**config.mk**
```make
export PLATFORM = sky130hd
export DESIGN_NAME = instruction_fetch_unit_flat
export DESIGN_NICKNAME = d
export VERILOG_FILES = /design/src/rtl/instruction_fetch_unit_if.sv /design/src/rtl/instruction_fetch_unit.sv /design/src/flat_wrapper.sv
export SDC_FILE = /design/constraint.sdc
export NUM_CORES = 1
export LEC_CHECK = 0
export CELL_PAD_IN_SITES_DETAIL_PLACEMENT = 1
export CELL_PAD_IN_SITES_GLOBAL_PLACEMENT = 1
export CORE_MARGIN = 4
export CORE_UTILIZATION = 36
export DETAILED_ROUTE_END_ITERATION = 12
export PLACE_DENSITY_LB_ADDON = 0.1
export SYNTH_ARGS = -nofsm -noshare
export SYNTH_HDL_FRONTEND = slang
export SYNTH_SLANG_ARGS = --single-unit
export TNS_END_PERCENT = 30
```
**constraint.sdc**
```tcl
create_clock -name clk -period 5.3 [get_ports clk]
set_input_delay 0.795 -clock clk [delete_from_list [all_inputs] [get_ports clk]]
set_output_delay 0.795 -clock clk [all_outputs]
set_load 0.05 [all_outputs]
```
**src/rtl/instruction_fetch_unit_if.sv**
```systemverilog
// rtl/instruction_fetch_unit_if.sv - fetch unit bus: imem handshake, held instruction, branch control
interface instruction_fetch_unit_if #(
  parameter int ADDR_W = 64
) ();
  // instruction memory side
  logic              imem_req;
  logic [ADDR_W-1:0] imem_addr;
  logic              imem_ready;
  logic [31:0]       imem_rdata;
  // decode/execute side
  logic [31:0]       instr;
  logic              instr_valid;
  logic [ADDR_W-1:0] pc;
  logic              instr_ack;
  logic              BrTaken;
  logic              UncondBr;
  logic              fetch_err;

  // master: the fetch unit itself
  modport master (
    output imem_req, imem_addr, instr, instr_valid, pc, fetch_err,
    input  imem_ready, imem_rdata, instr_ack, BrTaken, UncondBr
  );

  // slave: memory plus downstream control logic
  modport slave (
    input  imem_req, imem_addr, instr, instr_valid, pc, fetch_err,
    output imem_ready, imem_rdata, instr_ack, BrTaken, UncondBr
  );
endinterface

```
**src/rtl/instruction_fetch_unit.sv**
```systemverilog
// rtl/instruction_fetch_unit.sv - PC owner, imem fetch with timeout, held instruction, branch next-PC
module instruction_fetch_unit #(
  parameter int                ADDR_W   = 64,
  parameter logic [ADDR_W-1:0] RESET_PC = '0,
  parameter int                TIMEOUT  = 16
) (
  input logic                      clk,
  input logic                      reset,
  instruction_fetch_unit_if.master bus
);

  // Counter must hold values 0..TIMEOUT-1.
  localparam int CNT_W = (TIMEOUT > 1) ? $clog2(TIMEOUT) : 1;
  localparam logic [CNT_W-1:0] CNT_MAX = CNT_W'(TIMEOUT - 1);

  typedef enum logic [1:0] {
    ST_FETCH = 2'd0,
    ST_VALID = 2'd1,
    ST_ERROR = 2'd2
  } state_t;

  state_t            state_q, state_d;
  logic [ADDR_W-1:0] pc_q, pc_d;
  logic [31:0]       instr_q, instr_d;
  logic              valid_q, valid_d;
  logic              err_q, err_d;
  logic [CNT_W-1:0]  cnt_q, cnt_d;

  logic              br_taken;
  logic              br_uncond;
  logic [ADDR_W-1:0] off_uncond;
  logic [ADDR_W-1:0] off_cond;
  logic [ADDR_W-1:0] next_pc;

  // Branch target selection from the held instruction; X/Z control reads as not-taken.
  always_comb begin
    br_taken   = (bus.BrTaken === 1'b1);
    br_uncond  = (bus.UncondBr === 1'b1);
    off_uncond = {{(ADDR_W-28){instr_q[25]}}, instr_q[25:0], 2'b00};
    off_cond   = {{(ADDR_W-21){instr_q[23]}}, instr_q[23:5], 2'b00};
    next_pc    = pc_q + ADDR_W'(4);
    if (br_taken) begin
      next_pc = br_uncond ? (pc_q + off_uncond) : (pc_q + off_cond);
    end
  end

  // Next-state logic for the fetch / hold / error sequence.
  always_comb begin
    state_d = state_q;
    pc_d    = pc_q;
    instr_d = instr_q;
    valid_d = valid_q;
    err_d   = err_q;
    cnt_d   = cnt_q;
    case (state_q)
      ST_FETCH: begin
        if (bus.imem_ready) begin
          instr_d = bus.imem_rdata;
          cnt_d   = '0;
          valid_d = 1'b1;
          state_d = ST_VALID;
        end else if (cnt_q == CNT_MAX) begin
          // memory never answered: park until reset
          err_d   = 1'b1;
          state_d = ST_ERROR;
        end else begin
          cnt_d = cnt_q + CNT_W'(1);
        end
      end
      ST_VALID: begin
        // instr/pc stay put for as long as downstream stalls
        if (bus.instr_ack) begin
          pc_d    = next_pc;
          valid_d = 1'b0;
          state_d = ST_FETCH;
        end
      end
      ST_ERROR: begin
        valid_d = 1'b0;
        err_d   = 1'b1;
      end
      default: begin
        valid_d = 1'b0;
        cnt_d   = '0;
        state_d = ST_FETCH;
      end
    endcase
  end

  // State registers; reset abandons any in-flight fetch and ignores imem_ready.
  always_ff @(posedge clk) begin
    if (!reset) begin
      state_q <= ST_FETCH;
      pc_q    <= RESET_PC;
      instr_q <= 32'h0;
      valid_q <= 1'b0;
      err_q   <= 1'b0;
      cnt_q   <= '0;
    end else begin
      state_q <= state_d;
      pc_q    <= pc_d;
      instr_q <= instr_d;
      valid_q <= valid_d;
      err_q   <= err_d;
      cnt_q   <= cnt_d;
    end
  end

  // Request and address follow state/pc directly so a fetch starts the cycle FETCH is entered.
  assign bus.imem_req    = (state_q == ST_FETCH);
  assign bus.imem_addr   = pc_q;
  assign bus.instr       = instr_q;
  assign bus.instr_valid = valid_q;
  assign bus.pc          = pc_q;
  assign bus.fetch_err   = err_q;

endmodule

```
**src/flat_wrapper.sv**
```systemverilog
// flat-port wrapper written by rule: the top's interface ports become plain ports
module instruction_fetch_unit_flat 
#(
  parameter int                ADDR_W   = 64,
  parameter logic [ADDR_W-1:0] RESET_PC = '0,
  parameter int                TIMEOUT  = 16
)
  (clk, reset, bus_imem_req, bus_imem_addr, bus_instr, bus_instr_valid, bus_pc, bus_fetch_err, bus_imem_ready, bus_imem_rdata, bus_instr_ack, bus_BrTaken, bus_UncondBr);
  instruction_fetch_unit_if #(.ADDR_W(ADDR_W)) bus_i ();
  input logic clk;
  input logic reset;
  output wire logic [$bits(bus_i.imem_req)-1:0] bus_imem_req;
  output wire logic [$bits(bus_i.imem_addr)-1:0] bus_imem_addr;
  output wire logic [$bits(bus_i.instr)-1:0] bus_instr;
  output wire logic [$bits(bus_i.instr_valid)-1:0] bus_instr_valid;
  output wire logic [$bits(bus_i.pc)-1:0] bus_pc;
  output wire logic [$bits(bus_i.fetch_err)-1:0] bus_fetch_err;
  input wire logic [$bits(bus_i.imem_ready)-1:0] bus_imem_ready;
  input wire logic [$bits(bus_i.imem_rdata)-1:0] bus_imem_rdata;
  input wire logic [$bits(bus_i.instr_ack)-1:0] bus_instr_ack;
  input wire logic [$bits(bus_i.BrTaken)-1:0] bus_BrTaken;
  input wire logic [$bits(bus_i.UncondBr)-1:0] bus_UncondBr;
  assign bus_imem_req = bus_i.imem_req;
  assign bus_imem_addr = bus_i.imem_addr;
  assign bus_instr = bus_i.instr;
  assign bus_instr_valid = bus_i.instr_valid;
  assign bus_pc = bus_i.pc;
  assign bus_fetch_err = bus_i.fetch_err;
  assign bus_i.imem_ready = bus_imem_ready;
  assign bus_i.imem_rdata = bus_imem_rdata;
  assign bus_i.instr_ack = bus_instr_ack;
  assign bus_i.BrTaken = bus_BrTaken;
  assign bus_i.UncondBr = bus_UncondBr;
  instruction_fetch_unit #(.ADDR_W(ADDR_W), .RESET_PC(RESET_PC), .TIMEOUT(TIMEOUT)) u_core (.clk(clk), .reset(reset), .bus(bus_i));
endmodule
```
Word-level counts from Yosys, hierarchy flattened. Index checks and enable logic that the tools add are counted.

Output and inout port bits: 163. Input port bits: 38. Flip-flop bits (word level): 104. Word-level logic and storage cells: 47.

Bitwise operators: 2. Reduce and logical (&&, ||, !) cells: 9. Eq/ne operators: 11. Add/subtract/negate cells: 4. Multiplexer cells: 15.

Operators by type and width (number): 64-bit adder (2); 64-bit two-way mux (2); 64-bit by 3-bit adder with 64-bit output, second input constant (1); 4-bit two-way mux (2); 4-bit case mux with 2 select lines (1); 2-bit AND reduction (4); 2-bit two-way mux (3); 2-bit case mux with 3 select lines (1); 3-bit AND reduction (2); 4-bit by 1-bit adder with 4-bit output, second input constant (1); 4-bit == test, second input constant (1); 1-bit two-way mux (4); 2-bit by 1-bit != test with 1-bit output, second input constant (2); 2-bit != test, second input constant (2); 1-bit case mux with 2 select lines (2); 3-bit by 1-bit != test with 1-bit output, second input constant (1); 3-bit != test, second input constant (1); 2-bit by 1-bit == test with 1-bit output, second input constant (1); 2-bit == test, second input constant (1); 1-bit === test, second input constant (2); 2-bit logical NOT (1); 1-bit inverter (2); 2-bit nonzero test (1); 2-bit OR reduction (1).

Longest topological paths before layout.
Depth in word-level cells: 4. Gate-level depth with buffers: 17. Gate-level depth less buffers: 15.

Worst setup path after synthesis. Ideal clock, no wire load.

Path kind: input to register. Start: input bus_UncondBr. End: register u_core.pc_q[63], in the netlist u_core.bus.imem_addr[63]. Library setup time: 0.067 ns. Path slack: 0.854 ns. Stages on the path: 16. Arrival: 4.379 ns. Data required time: 5.233 ns. Path buffers: 1. Cell sequence: clkbuf_1 > nand2b_1 > nand2_1 > nand2_1 > inv_1 > ha_1 > a21o_1 > o21bai_4 > or4_4 > nor4_2 > a21oi_2 > a31oi_4 > o31ai_2 > a31o_1 > a31o_1 > a21oi_2.

Cells in the longest elaborated chain, start to end: 3.

Ends and longest elaborated chain: start, declared (RTL line flat_wrapper.sv:22) `input wire logic [$bits(bus_i.UncondBr)-1:0] bus_UncondBr;`; 1-bit === test (RTL line instruction_fetch_unit.sv:38) `br_uncond = (bus.UncondBr === 1'b1);`; 64-bit two-way mux (RTL line instruction_fetch_unit.sv:43) `next_pc = br_uncond ? (pc_q + off_uncond) : (pc_q + off_cond);`; 64-bit two-way mux (RTL line instruction_fetch_unit.sv:42) `if (br_taken) begin`; end signal, assigned (RTL line instruction_fetch_unit.sv:101) `pc_q <= pc_d;`; end, declared (RTL line instruction_fetch_unit.sv:23) `logic [ADDR_W-1:0] pc_q, pc_d;`.

Every way passes these cells. A chain may end at the register's enable or synchronous reset.

Worst setup path in the final report.
Start: input bus_UncondBr. End: register u_core.pc_q[58], in the netlist u_core.bus.imem_addr[58].

The elaborated chain is that of the path after synthesis.

==> results.cfg <==
[sta]
layout_worst_path_cycle_share_pct = 87.1
worst_slew_pin_slew_ps = 1100
grt_setup_unrepaired = false
setup_clock_skew_after_layout_ps = 14.2
slew_viol_final = 0
slew_headroom_pct = 26.2
setup_viol_count_final = 0
min_period_ps = 4620
finalHoldViolations = 0
fmax_ghz = 0.217
fin_setup_tns_ps = 0

[synthesis]
yosysWarnings = 0
seq_area_frac_synth_pct = 25.0
syn_avg_cell_area_um2 = 7.41
synth_flop_type = dfxtp_1
synth_cells = 1102
count_of_flip_flops_with_a_built_in_enable_after_synthesis = 0
async_reset_ff_share_pct = 0
synthesis.area_mm2 = 0.00817
synthDistinctLibCells = 67
yosys_register_bits = 102

[critical_path]
worst-endpoint-required_ps = 5590
critical_path.endpoint_type = flip-flop
critical_path.startpoint_type = input port
critical_path_arrival_ps = 4910
rrSetupSlack_ps = 1510
path_max_fanout = 22
critical_path_class = in2reg
worst_setup_startpoint = bus_UncondBr
regToRegStartpoint = u_core.bus.instr[23]

[pwr]
peakVddDrop_uv = 150
total_leakage_power_uw = 0.00395
power.density_cell_area_mw_per_mm2 = 197

[die]
die_h_um = 159
die-width_um = 159
core_area_mm2 = 0.0221
die-area_mm2 = 0.0252
top_level_ports = 201
floorplan.initialDensity_pct = 37.0
placementRows = 54

[route]
first_iter_violations = 294
drt-vias-per-instance = 5.40
detailroute.via_count = 8030
drt_drc_violations_left = 0
drt-total-wl_mm = 26.8
avgRoutedWirePerCell_um = 18.0
drt.antenna.violating_nets = 0
drt_first_pass_iters = 5

[clocking]
clock_insertion_delay_worst_skew_ps = 370
clock_tree.buffer_depth = 2
post_cts_resized = 0
tritoncts = yes
h-tree-depth = 3
path_clk_slew_ps = 80
cts_buf_count = 9
num_clock_sinks = 102
postCtsSetupBuffers = 0
cts_root_buf = clkbuf_16
cts-hold-fix-buffers = 0

[layout]
synthToLayoutAreaGrowth_pct = 24.3
layout.cell_area.non_filler_mm2 = 0.0102
finish.net_count = 1305
antenna_cells = 0
final_util_pct = 46.0
post_route_cells_drive_above_1_share_pct = 4.31

[placed_design]
place.gp.congestion = 0.869
dpl_cell_area_mm2 = 0.00986
buffer_ports.inserted = 196
dpl.hpwl_mm = 20.5

[hold_path]
holdCritPathClass = reg2reg
hp-start = u_core.bus.instr[30]

[grt]
track_usage_pct = 21.3
grt.busiest_layer = met2
grt_overflow = 0
groute.layer.met3.usage_pct = 5.41
grt_max_degree = 54
met2_usage_pct = 34.8
antenna_found_initial = 0
grt_first_pass_wirelength_mm = 43.4
vias_in_the_first_global_route = 8131
global_route.usage.met1_pct = 28.9

[job]
drv.max_cap_violation_count = 0

[status]
run_status = complete, no violations
[cell usage after synthesis, drive strengths merged, types with 2 or more instances]
library cell / count / area [um^2]
nand2: 202 / 761
a21oi: 150 / 769
dfxtp: 102 / 2040
buf: 78 / 551
ha: 65 / 813
nor2: 60 / 225
o21ai: 59 / 303
clkbuf: 43 / 161
nor2b: 30 / 188
xnor2: 29 / 254
a21o: 26 / 195
nand4: 24 / 150
mux2i: 22 / 220
inv: 21 / 78.8
nand3: 20 / 100
xor2: 20 / 175
o21bai: 17 / 143
nor3: 15 / 86.3
a211oi: 14 / 110
a31oi: 11 / 90.1
o211ai: 10 / 80.1
o21a: 9 / 67.6
o31ai: 9 / 72.6
or3: 9 / 56.3
nand2b: 8 / 50.1
a21boi: 7 / 52.6
and2: 6 / 37.5
and3: 5 / 31.3
a221o: 3 / 30.0
o31a: 3 / 26.3
a2111oi: 2 / 17.5
a31o: 2 / 17.5
mux2: 2 / 26.3
nor4: 2 / 18.8
o221a: 2 / 22.5
o311ai: 2 / 17.5
[path summary, 6_finish.rpt]
| kind | to | cells after the start |
|---|---|---|
| max reg2reg | u_core.bus.imem_addr[58] | 17 |
| min | u_core.bus.instr[30] | 2 |
| min reg2reg | u_core.bus.instr[30] | 2 |
| max | u_core.bus.imem_addr[58] | 17 |
[worst max-delay path, cell delays in order]
cell and delay [ps]:
clkdlybuf4s50_1 560, buf_4 340, mux2i_1 130, nand2_1 80, ha_1 170, inv_1 60
fa_1 380, nor2b_1 200, o31a_1 260, o211ai_2 170, o31a_1 390, a211oi_2 400
o21ai_2 180, nor3_4 240, a21oi_1 120, mux2_4 320, o21ai_2 100
[placed cells by master, fill, tap and decap left out, types with 3 or more instances in the layout]
master,synthesis,final
a211oi_1,13,13
a21boi_0,6,6
a21o_1,26,26
a21oi_1,145,145
a21oi_2,5,5
a221o_1,3,3
a31oi_1,9,9
and2_1,6,5
and3_1,5,5
buf_4,66,10
clkbuf_16,0,9
clkdlybuf4s50_1,0,196
conb_1,1,4
dfxtp_1,102,102
ha_1,65,65
inv_1,20,20
mux2i_1,22,22
nand2_1,201,200
nand2b_1,8,8
nand3_1,20,20
nand4_1,24,24
nor2_1,60,60
nor2b_1,30,30
nor3_1,14,14
o211ai_1,9,9
o21a_1,9,9
o21ai_0,39,39
o21ai_1,18,18
o21bai_1,15,15
o31a_1,3,3
o31ai_1,8,8
or3_1,9,9
xnor2_1,29,29
xor2_1,20,20
[per-layer routing]
| layer | vias to the layer above | wire [um] |
|---|---|---|
| met3 | 10 | 1630 |
| met5 | - | 0 |
| met4 | 0 | 174 |
| li1 | 4034 | - |
| met1 | 3797 | 13000 |
| met2 | 189 | 12000 |
[through the flow]
stage	instances	worst slack (ps)	hold slack, ps	total power (uW)
final	1486	685	456	2000
after global routing	1486	430	474	2100
after CTS	1486	692	458	2030
after detailed placement	1470	319	449	1330
after global placement	1470	439	441	1320
after floorplan	1105	854	462	1180
[where the power goes]
group / internal (uW) / switching [uW]
registers: 794 / 30.8
logic: 164 / 321
clock network: 332 / 357
total: 1290 / 709
[area by class of cell]
| class | instances | area, um^2 |
|---|---|---|
| Clock inverter | 7 | 68.8 |
| Sequential cell | 102 | 2040 |
| Fill cell | 2733 | 11900 |
| Inverter | 21 | 78.8 |
| Timing Repair Buffer | 206 | 2040 |
| Multi-Input combinational cell | 861 | 5350 |
| Tap cell | 280 | 350 |
| Clock buffer | 9 | 225 |
[sequential cells by signal (all words and copies together), names as in the netlist]
name                    flops
u_core.bus.instr_valid      1
u_core.bus.fetch_err        1
u_core.bus.instr           32
u_core.cnt_q                4
u_core.bus.imem_addr       62
u_core.state_q              2
[logic make-up after synthesis]
logic type               share of synthesized area, %
AO/OA/AOI/OAI                                    25.6
flip-flops                                       25.0
AND/OR/NAND/NOR                                  21.2
adder cells (fa/ha/maj)                          10.2
XOR/XNOR                                         5.25
other                                          0.0459
multiplexers                                     3.02
buffers and inverters                            9.68
(Power assumes the default switching activity.)
